<file path="config.mk">
export PLATFORM = sky130hd
export DESIGN_NAME = mips_seq_ctrl
export DESIGN_NICKNAME = d
export VERILOG_FILES = /design/src/rtl/mips_pkg.sv /design/src/rtl/mips_fetch_timer.sv /design/src/rtl/mips_seq_ctrl.sv
export SDC_FILE = /design/constraint.sdc
export NUM_CORES = 1
export LEC_CHECK = 0
export CORE_MARGIN = 1
export CORE_UTILIZATION = 39
export DETAILED_ROUTE_END_ITERATION = 8
export PLACE_DENSITY = 0.74
export REMOVE_ABC_BUFFERS = 1
export SLEW_MARGIN = 30
export SYNTH_ARGS = -nofsm -noshare
export SYNTH_HDL_FRONTEND = slang
export SYNTH_SLANG_ARGS = --single-unit
</file>
<file path="constraint.sdc">
create_clock -name clk -period 1.4 [get_ports clk]
set_input_delay 0.28 -clock clk [delete_from_list [all_inputs] [get_ports clk]]
set_output_delay 0.28 -clock clk [all_outputs]
set_load 0.03 [all_outputs]
</file>
<file path="src/rtl/mips_pkg.sv">
// Shared types and constants for the MIPS multi-cycle core.
// The ALU_CTRL_ILLEGAL code is shared with the opcode/func decoder.
package mips_pkg;

  typedef enum logic [2:0] {
    S_IDLE   = 3'd0,
    S_FETCH  = 3'd1,
    S_DECODE = 3'd2,
    S_EXEC   = 3'd3,
    S_WB     = 3'd4,
    S_HALT   = 3'd5
  } seq_state_t;

  typedef enum logic [1:0] {
    FAULT_NONE    = 2'b00,
    FAULT_ILLEGAL = 2'b01,
    FAULT_TIMEOUT = 2'b10
  } fault_t;

  localparam logic [5:0]  OPCODE_RTYPE     = 6'b000000;
  localparam logic [11:0] ALU_CTRL_ILLEGAL = 12'hFFF;

endpackage

</file>
<file path="src/rtl/mips_fetch_timer.sv">
// Saturating fetch-wait counter; expired_o flags the last allowed
// wait cycle. LIMIT=0 never expires.
module mips_fetch_timer #(
  parameter int unsigned LIMIT = 255
) (
  input  logic clk,
  input  logic rst_n,
  input  logic clr_i,
  input  logic en_i,
  output logic expired_o
);

  localparam int unsigned CW =
    (LIMIT < 2) ? 1 : $clog2(LIMIT);
  localparam logic [CW-1:0] LAST =
    CW'((LIMIT == 0) ? 0 : LIMIT - 1);

  logic [CW-1:0] cnt_q;
  logic [CW-1:0] cnt_d;

  always_comb begin
    cnt_d = cnt_q;
    if (clr_i)
      cnt_d = '0;
    else if (en_i && cnt_q != LAST)
      cnt_d = cnt_q + 1'b1;
  end

  always_ff @(posedge clk or negedge rst_n) begin
    if (!rst_n)
      cnt_q <= '0;
    else
      cnt_q <= cnt_d;
  end

  // expires on the LIMIT-th waiting cycle, before the counter moves
  assign expired_o = (LIMIT != 0) && en_i
                     && (cnt_q == LAST);

endmodule

</file>
<file path="src/rtl/mips_seq_ctrl.sv">
// Fetch/decode/exec/writeback sequencer for the multi-cycle MIPS core.
// Define MIPS_SEQ_CTRL_PERF_EN to add retired/stall counters.
module mips_seq_ctrl
  import mips_pkg::*;
#(
  parameter int unsigned FETCH_TIMEOUT = 255,
  parameter logic [11:0] ILLEGAL_CTRL  = ALU_CTRL_ILLEGAL
) (
  input  logic        clk,
  input  logic        rst_n,
  input  logic        run,
  input  logic        stop,
  input  logic        clear,
  output logic        imem_req,
  input  logic        imem_ack,
  input  logic [5:0]  opcode,
  input  logic        dec_write_reg,
  input  logic [11:0] dec_alu_ctrl,
  output logic        ir_we,
  output logic        pc_we,
  output logic        alu_en,
  output logic [11:0] alu_ctrl,
  output logic        alu_src_imm,
  output logic        reg_dst_rd,
  output logic        rf_we,
  output logic        halted,
  output logic [1:0]  fault,
  output logic [2:0]  state
`ifdef MIPS_SEQ_CTRL_PERF_EN
  ,
  output logic [31:0] retired_cnt,
  output logic [31:0] stall_cnt
`endif
);

  localparam logic [2:0] ST_IDLE   = S_IDLE;
  localparam logic [2:0] ST_FETCH  = S_FETCH;
  localparam logic [2:0] ST_DECODE = S_DECODE;
  localparam logic [2:0] ST_EXEC   = S_EXEC;
  localparam logic [2:0] ST_WB     = S_WB;
  localparam logic [2:0] ST_HALT   = S_HALT;

  logic [2:0]  state_q, state_d;
  logic [1:0]  fault_q, fault_d;
  logic [11:0] alu_ctrl_q;
  logic        wr_q;
  logic        imm_q;
  logic        rd_q;
  logic        in_fetch;
  logic        tmr_expired;

  assign in_fetch = (state_q == ST_FETCH);

  mips_fetch_timer #(
    .LIMIT (FETCH_TIMEOUT)
  ) u_timer (
    .clk       (clk),
    .rst_n     (rst_n),
    .clr_i     (!in_fetch || imem_ack),
    .en_i      (in_fetch),
    .expired_o (tmr_expired)
  );

  always_comb begin
    state_d = state_q;
    fault_d = fault_q;
    unique case (state_q)
      ST_IDLE:
        if (run) state_d = ST_FETCH;
      ST_FETCH:
        if (imem_ack) begin
          state_d = ST_DECODE;
        end else if (tmr_expired) begin
          state_d = ST_HALT;
          fault_d = FAULT_TIMEOUT;
        end
      ST_DECODE:
        if (dec_alu_ctrl == ILLEGAL_CTRL) begin
          state_d = ST_HALT;
          fault_d = FAULT_ILLEGAL;
        end else begin
          state_d = ST_EXEC;
        end
      ST_EXEC:
        state_d = ST_WB;
      ST_WB:
        state_d = stop ? ST_IDLE : ST_FETCH;
      ST_HALT:
        if (clear) begin
          state_d = ST_IDLE;
          fault_d = FAULT_NONE;
        end
      default: begin
        state_d = ST_HALT;
        fault_d = FAULT_ILLEGAL;
      end
    endcase
  end

  always_ff @(posedge clk or negedge rst_n) begin
    if (!rst_n) begin
      state_q <= ST_IDLE;
      fault_q <= FAULT_NONE;
    end else begin
      state_q <= state_d;
      fault_q <= fault_d;
    end
  end

  always_ff @(posedge clk or negedge rst_n) begin
    if (!rst_n) begin
      alu_ctrl_q <= '0;
      wr_q       <= 1'b0;
      imm_q      <= 1'b0;
      rd_q       <= 1'b0;
    end else if (state_q == ST_DECODE) begin
      alu_ctrl_q <= dec_alu_ctrl;
      wr_q       <= dec_write_reg;
      imm_q      <= (opcode != OPCODE_RTYPE);
      rd_q       <= (opcode == OPCODE_RTYPE);
    end
  end

  assign imem_req    = in_fetch;
  assign ir_we       = in_fetch && imem_ack;
  assign alu_en      = (state_q == ST_EXEC);
  assign pc_we       = (state_q == ST_WB);
  assign rf_we       = (state_q == ST_WB) && wr_q;
  assign halted      = (state_q == ST_HALT);
  assign fault       = fault_q;
  assign state       = state_q;
  assign alu_ctrl    = alu_ctrl_q;
  assign alu_src_imm = imm_q;
  assign reg_dst_rd  = rd_q;

`ifdef MIPS_SEQ_CTRL_PERF_EN
  logic [31:0] retired_q;
  logic [31:0] stall_q;

  always_ff @(posedge clk or negedge rst_n) begin
    if (!rst_n) begin
      retired_q <= '0;
      stall_q   <= '0;
    end else begin
      if (state_q == ST_WB)
        retired_q <= retired_q + 32'd1;
      if (in_fetch && !imem_ack)
        stall_q <= stall_q + 32'd1;
    end
  end

  assign retired_cnt = retired_q;
  assign stall_cnt   = stall_q;
`endif

endmodule

</file>
* After elaboration in Yosys (flattened, before gate mapping)
Cells that the tools add are included.
Storage, ports and cells: bits in registers 28, output and inout port bits 25
Cells by class: add/subtract/negate cells 1, bitwise gates (word level) 1, muxes and demuxes 14, equality and inequality tests 14, reductions and logical operators 13
Operator list (count):
- 3-bit one-hot mux with 6 select lines | 1
- 8-bit two-way mux | 2
- 3-bit two-way mux | 5
- 12-bit equality test (second input constant) | 1
- 8-bit by 1-bit adder with 8-bit output (second input constant) | 1
- 8-bit equality test (second input constant) | 1
- 2-bit two-way mux | 4
- 2-bit != test (second input constant) | 4
- 8-bit != test (second input constant) | 1
- 2-bit one-hot mux with 4 select lines | 1
- 3-bit by 2-bit equality test with 1-bit output (second input constant) | 2
- 3-bit equality test (second input constant) | 2
- 6-bit logical NOT | 1
- 6-bit nonzero test | 1
- 5-bit AND reduction | 1
- 1-bit logical AND | 4
- 3-bit by 1-bit equality test with 1-bit output (second input constant) | 1
- 3-bit logical NOT | 1
- 3-bit by 2-bit != test with 1-bit output (second input constant) | 1
- 3-bit AND reduction | 1
- 3-bit OR reduction | 1
- 2-bit by 1-bit != test with 1-bit output (second input constant) | 1
- 2-bit nonzero test | 1
- 1-bit logical NOT | 1
- 3 further kinds | 3

* Longest topological paths before layout
depth after elaboration 5, depth in mapped cells 6, gate-level depth less buffers 6

* Cells and area by module
A second synthesis with hierarchy kept.
Second synthesis, totals: cell total of the unflattened synthesis 123, area, all modules 1451.4 um^2
By module, submodules not included:
- mips_seq_ctrl | seq. area each 500.5 um^2, area each 952.2 um^2, cells an instance 76, times used 1
- mips_fetch_timer | seq. area each 200.2 um^2, area each 499.2 um^2, cells an instance 47, times used 1

* Least setup slack after synthesis
OpenSTA, ideal clock, no wires.
kind reg-to-output, start point register state_q[2], in the netlist state[2], end point output port rf_we, cell stages (with the launch flop) 4, buffers on the path 1, path slack -0.980 ns, data arrival time 2.100 ns, cell sequence dfrtp_1 clkbuf_1 nor3b_1 and2_1
Between the ends: cells in the longest elaborated chain, start to end 2
Ends and longest elaborated chain:
- start: declaration | line mips_seq_ctrl.sv:43 | logic [2:0] state_q, state_d;
- start signal: assignment | line mips_seq_ctrl.sv:105 | state_q <= state_d;
- 3-bit equality test
- named net pc_we | line mips_seq_ctrl.sv:20 | output logic pc_we,
- 1-bit logical AND | line mips_seq_ctrl.sv:128 | assign rf_we = (state_q == ST_WB) && wr_q;
- end: declaration | line mips_seq_ctrl.sv:25 | output logic rf_we,
The timed path passes the listed nets, and every way through them passes these cells.

* Worst setup path in the final report
start point register state_q[1], in the netlist state[1], end point output port rf_we
Between the ends: cells in the longest elaborated chain, start to end 2
Ends and longest elaborated chain (line):
- 3-bit equality test | mips_seq_ctrl.sv:128
- 1-bit logical AND | mips_seq_ctrl.sv:128
No other way between the ends.

==> results.json <==
{
  "grt_pass1_wl_mm": 5.720,
  "ys_async_sr_fraction": 1.000,
  "cts_made_buffers": 3,
  "final_nets": 234,
  "die_w_um": 61.22,
  "finalClockSkew_ns": 0.01229,
  "synth_top_area_share": 0.5124,
  "grt_pass1_vias": 1250,
  "grt_max_degree": 29,
  "h-tree-depth": 1,
  "netlist_area_um2": 1368,
  "fin_cells": 251,
  "worstHoldPathType": "in2async",
  "track_usage": 0.2086,
  "vias": 1314,
  "relSlewSlack": 0.6733,
  "yosysWarnings": 0,
  "cts_tree": "done",
  "pre_cts_ws_ns": -0.2962,
  "antenna_found_initial": 0,
  "drtIter0Drc": 40,
  "cellPowerDensity_nw_per_um2": 1945,
  "fin_setup_tns_ns": -4.178,
  "ir_drop_v": 0.001246,
  "fin_ws_ns": -0.2536,
  "syn_to_final_growth_pct": 77.13,
  "overflow": 0,
  "setup.worst_path.class": "reg2out",
  "ios": 50,
  "avgSynthCellArea_um2": 11.30,
  "synth_ff_type": "dfrtp_1",
  "start_kind": "register",
  "synth_cells": 121,
  "hold_viol": 0,
  "yosysTopAreaCell": "dfrtp_1",
  "drc": 0,
  "numClockSinks": 28,
  "ant_nets": 0,
  "ys_ff_latch": 28,
  "finalCritPeriodShare": 1.181,
  "port_buffers": 49,
  "die_area_um2": 3747,
  "wl_per_cell_um": 17.35,
  "rsz0062_at_grt": "true",
  "critPathMaxFanout": 4,
  "drt-vias-per-instance": 5.235,
  "slew_viol_final": 0,
  "drv_cap": 0,
  "holdWs_ns": 0.2925,
  "synth_area_leaders": "dfrtp_1, mux2_2, nor2_1",
  "wirelength_mm": 4.354,
  "antenna_cells": 0,
  "num_rows": 21,
  "p_leak_nw": 1.073,
  "die_y_um": 61.22,
  "cp.required_ns": 1.12,
  "critPathArrivalTime_ns": 1.37,
  "synth-edff-count": 0,
  "place_inst": 230,
  "root_buffer": "clkbuf_4",
  "drive_gt1_frac": 0.5073,
  "holdBufCountCts": 0,
  "coreArea_um2": 3337,
  "hpwl_mm": 2.401,
  "violations": "negative setup slack",
  "status": "finished, violations left",
  "end_kind": "output pin",
  "yosysSeqAreaShare": 0.5124,
  "clockBufferDepth": 2,
  "clk_latency_ns": 0.33,
  "initial_core_util": 0.4098,
  "max_freq_mhz": 604.7,
  "gp_congestion": 0.8951,
  "fin_crit_ns": 1.654,
  "setup_viol": 33,
  "ys_types": 37,
  "drt_first_pass_iters": 4,
  "tightestPinTransition_ns": 0.4855,
  "clkTransAtPathRegs_ns": 0.16
}
[timing repair]
action / 4_1_cts / 5_1_grt
buffers inserted: 8 / 10
endpoints found under the setup margin: 27 / 46
cloned: 0 / 2
gates resized for setup: 67 / 45
pin swaps: 4 / 9
[layout make-up]
class,instances,area (um^2)
Inverter,6,35.03
Fill cell,232,914.6
Sequential cell,28,704.4
Multi-Input combinational cell,83,779.5
Tap cell,46,57.56
Clock buffer,3,22.52
Timing Repair Buffer,85,823.3
[placed cells by master (no fill, tap or decap), types with 2 or more instances in the layout]
cell	netlist	routed
nand2_1	7	6
clkbuf_2	0	11
buf_4	0	22
or3_4	0	2
nand2b_4	1	2
clkdlybuf4s15_1	0	5
clkbuf_16	0	2
dfrtp_2	0	3
nor3b_2	0	2
buf_12	0	3
xnor2_1	3	3
nand3_1	4	2
mux2_4	0	13
o31ai_1	2	2
inv_1	6	4
nor2_1	12	9
nor2_4	0	2
o21ai_0	6	3
dfrtp_1	28	25
o21ai_2	0	2
clkbuf_4	0	3
buf_6	1	18
clkdlybuf4s50_1	0	24
a21oi_1	3	2
nand4_1	4	4
[kinds of logic after synthesis]
kind of cell | Yosys count | share of synthesized area
flops | 28 | 0.5123
compound gates | 21 | 0.1098
mux | 14 | 0.1144
xor+xnor | 4 | 0.02562
fa+ha+maj | 2 | 0.01830
buf+inv | 10 | 0.03476
simple gates | 42 | 0.1848
[critical path, cell delays in order (launching register included)]
cell and delay [ns]:
dfrtp_1 0.47, nor3b_2 0.27, and2_1 0.18, buf_6 0.13
[sequential cells by signal, indices dropped and copies added, names as in the netlist]
register	flops
alu_ctrl	12
u_timer.cnt_q	8
state	3
fault	2
alu_src_imm	1
reg_dst_rd	1
wr_q	1
[layer usage]
| metal | part of all wire | vias to the layer above | GRT usage |
|---|---|---|---|
| met1 | 0.39 | 660 | 0.2467 |
| met2 | 0.54 | 42 | 0.3773 |
| li1 | - | 602 | - |
| met4 | 0.026 | 0 | 0.05519 |
| met5 | 0 | - | 0 |
| met3 | 0.047 | 10 | 0.05042 |
[through the flow]
step,instance area [um^2],power (mW),util
floorplan,1343,2.472,-
global placement,2028,3.422,0.6078
detailed placement,2028,3.474,0.6078
CTS,2277,4.296,0.6824
global route,2422,4.901,0.7259
finish,2422,4.712,0.7259
[synthesized netlist by cell type, drive strengths merged (3+ instances only)]
cell type and number:
xnor2 3, mux2 13, nand2 7, nor2 12, nand3 4, nor3b 3, or3 3, a21oi 3
inv 6, o21ai 6, dfrtp 28, buf 3, nand4 5
[report_power, final]
| group | switching, mW | internal (mW) |
|---|---|---|
| Combinational | 1.50 | 1.56 |
| Sequential | 0.222 | 1.08 |
| Clock | 0.242 | 0.101 |
[final timing paths]
| check | endpoint | start | cells past startpoint | slack, ns |
|---|---|---|---|---|
| setup / recovery | rf_we | state[1]$_DFFE_PN0P_ | 3 | -0.25 |
| max in group asynchronous | state[2]$_DFFE_PN0P_ | rst_n | 2 | 0.94 |
| setup reg to reg | alu_ctrl[1]$_DFFE_PN0P_ | state[2]$_DFFE_PN0P_ | 6 | -0.19 |
| min in group clk | alu_src_imm$_DFFE_PN0P_ | alu_src_imm$_DFFE_PN0P_ | 1 | 0.52 |
| hold reg to reg | alu_src_imm$_DFFE_PN0P_ | alu_src_imm$_DFFE_PN0P_ | 1 | 0.52 |
| hold / removal | alu_ctrl[4]$_DFFE_PN0P_ | rst_n | 2 | 0.29 |
Note: power is estimated with default switching activity, not from simulation.
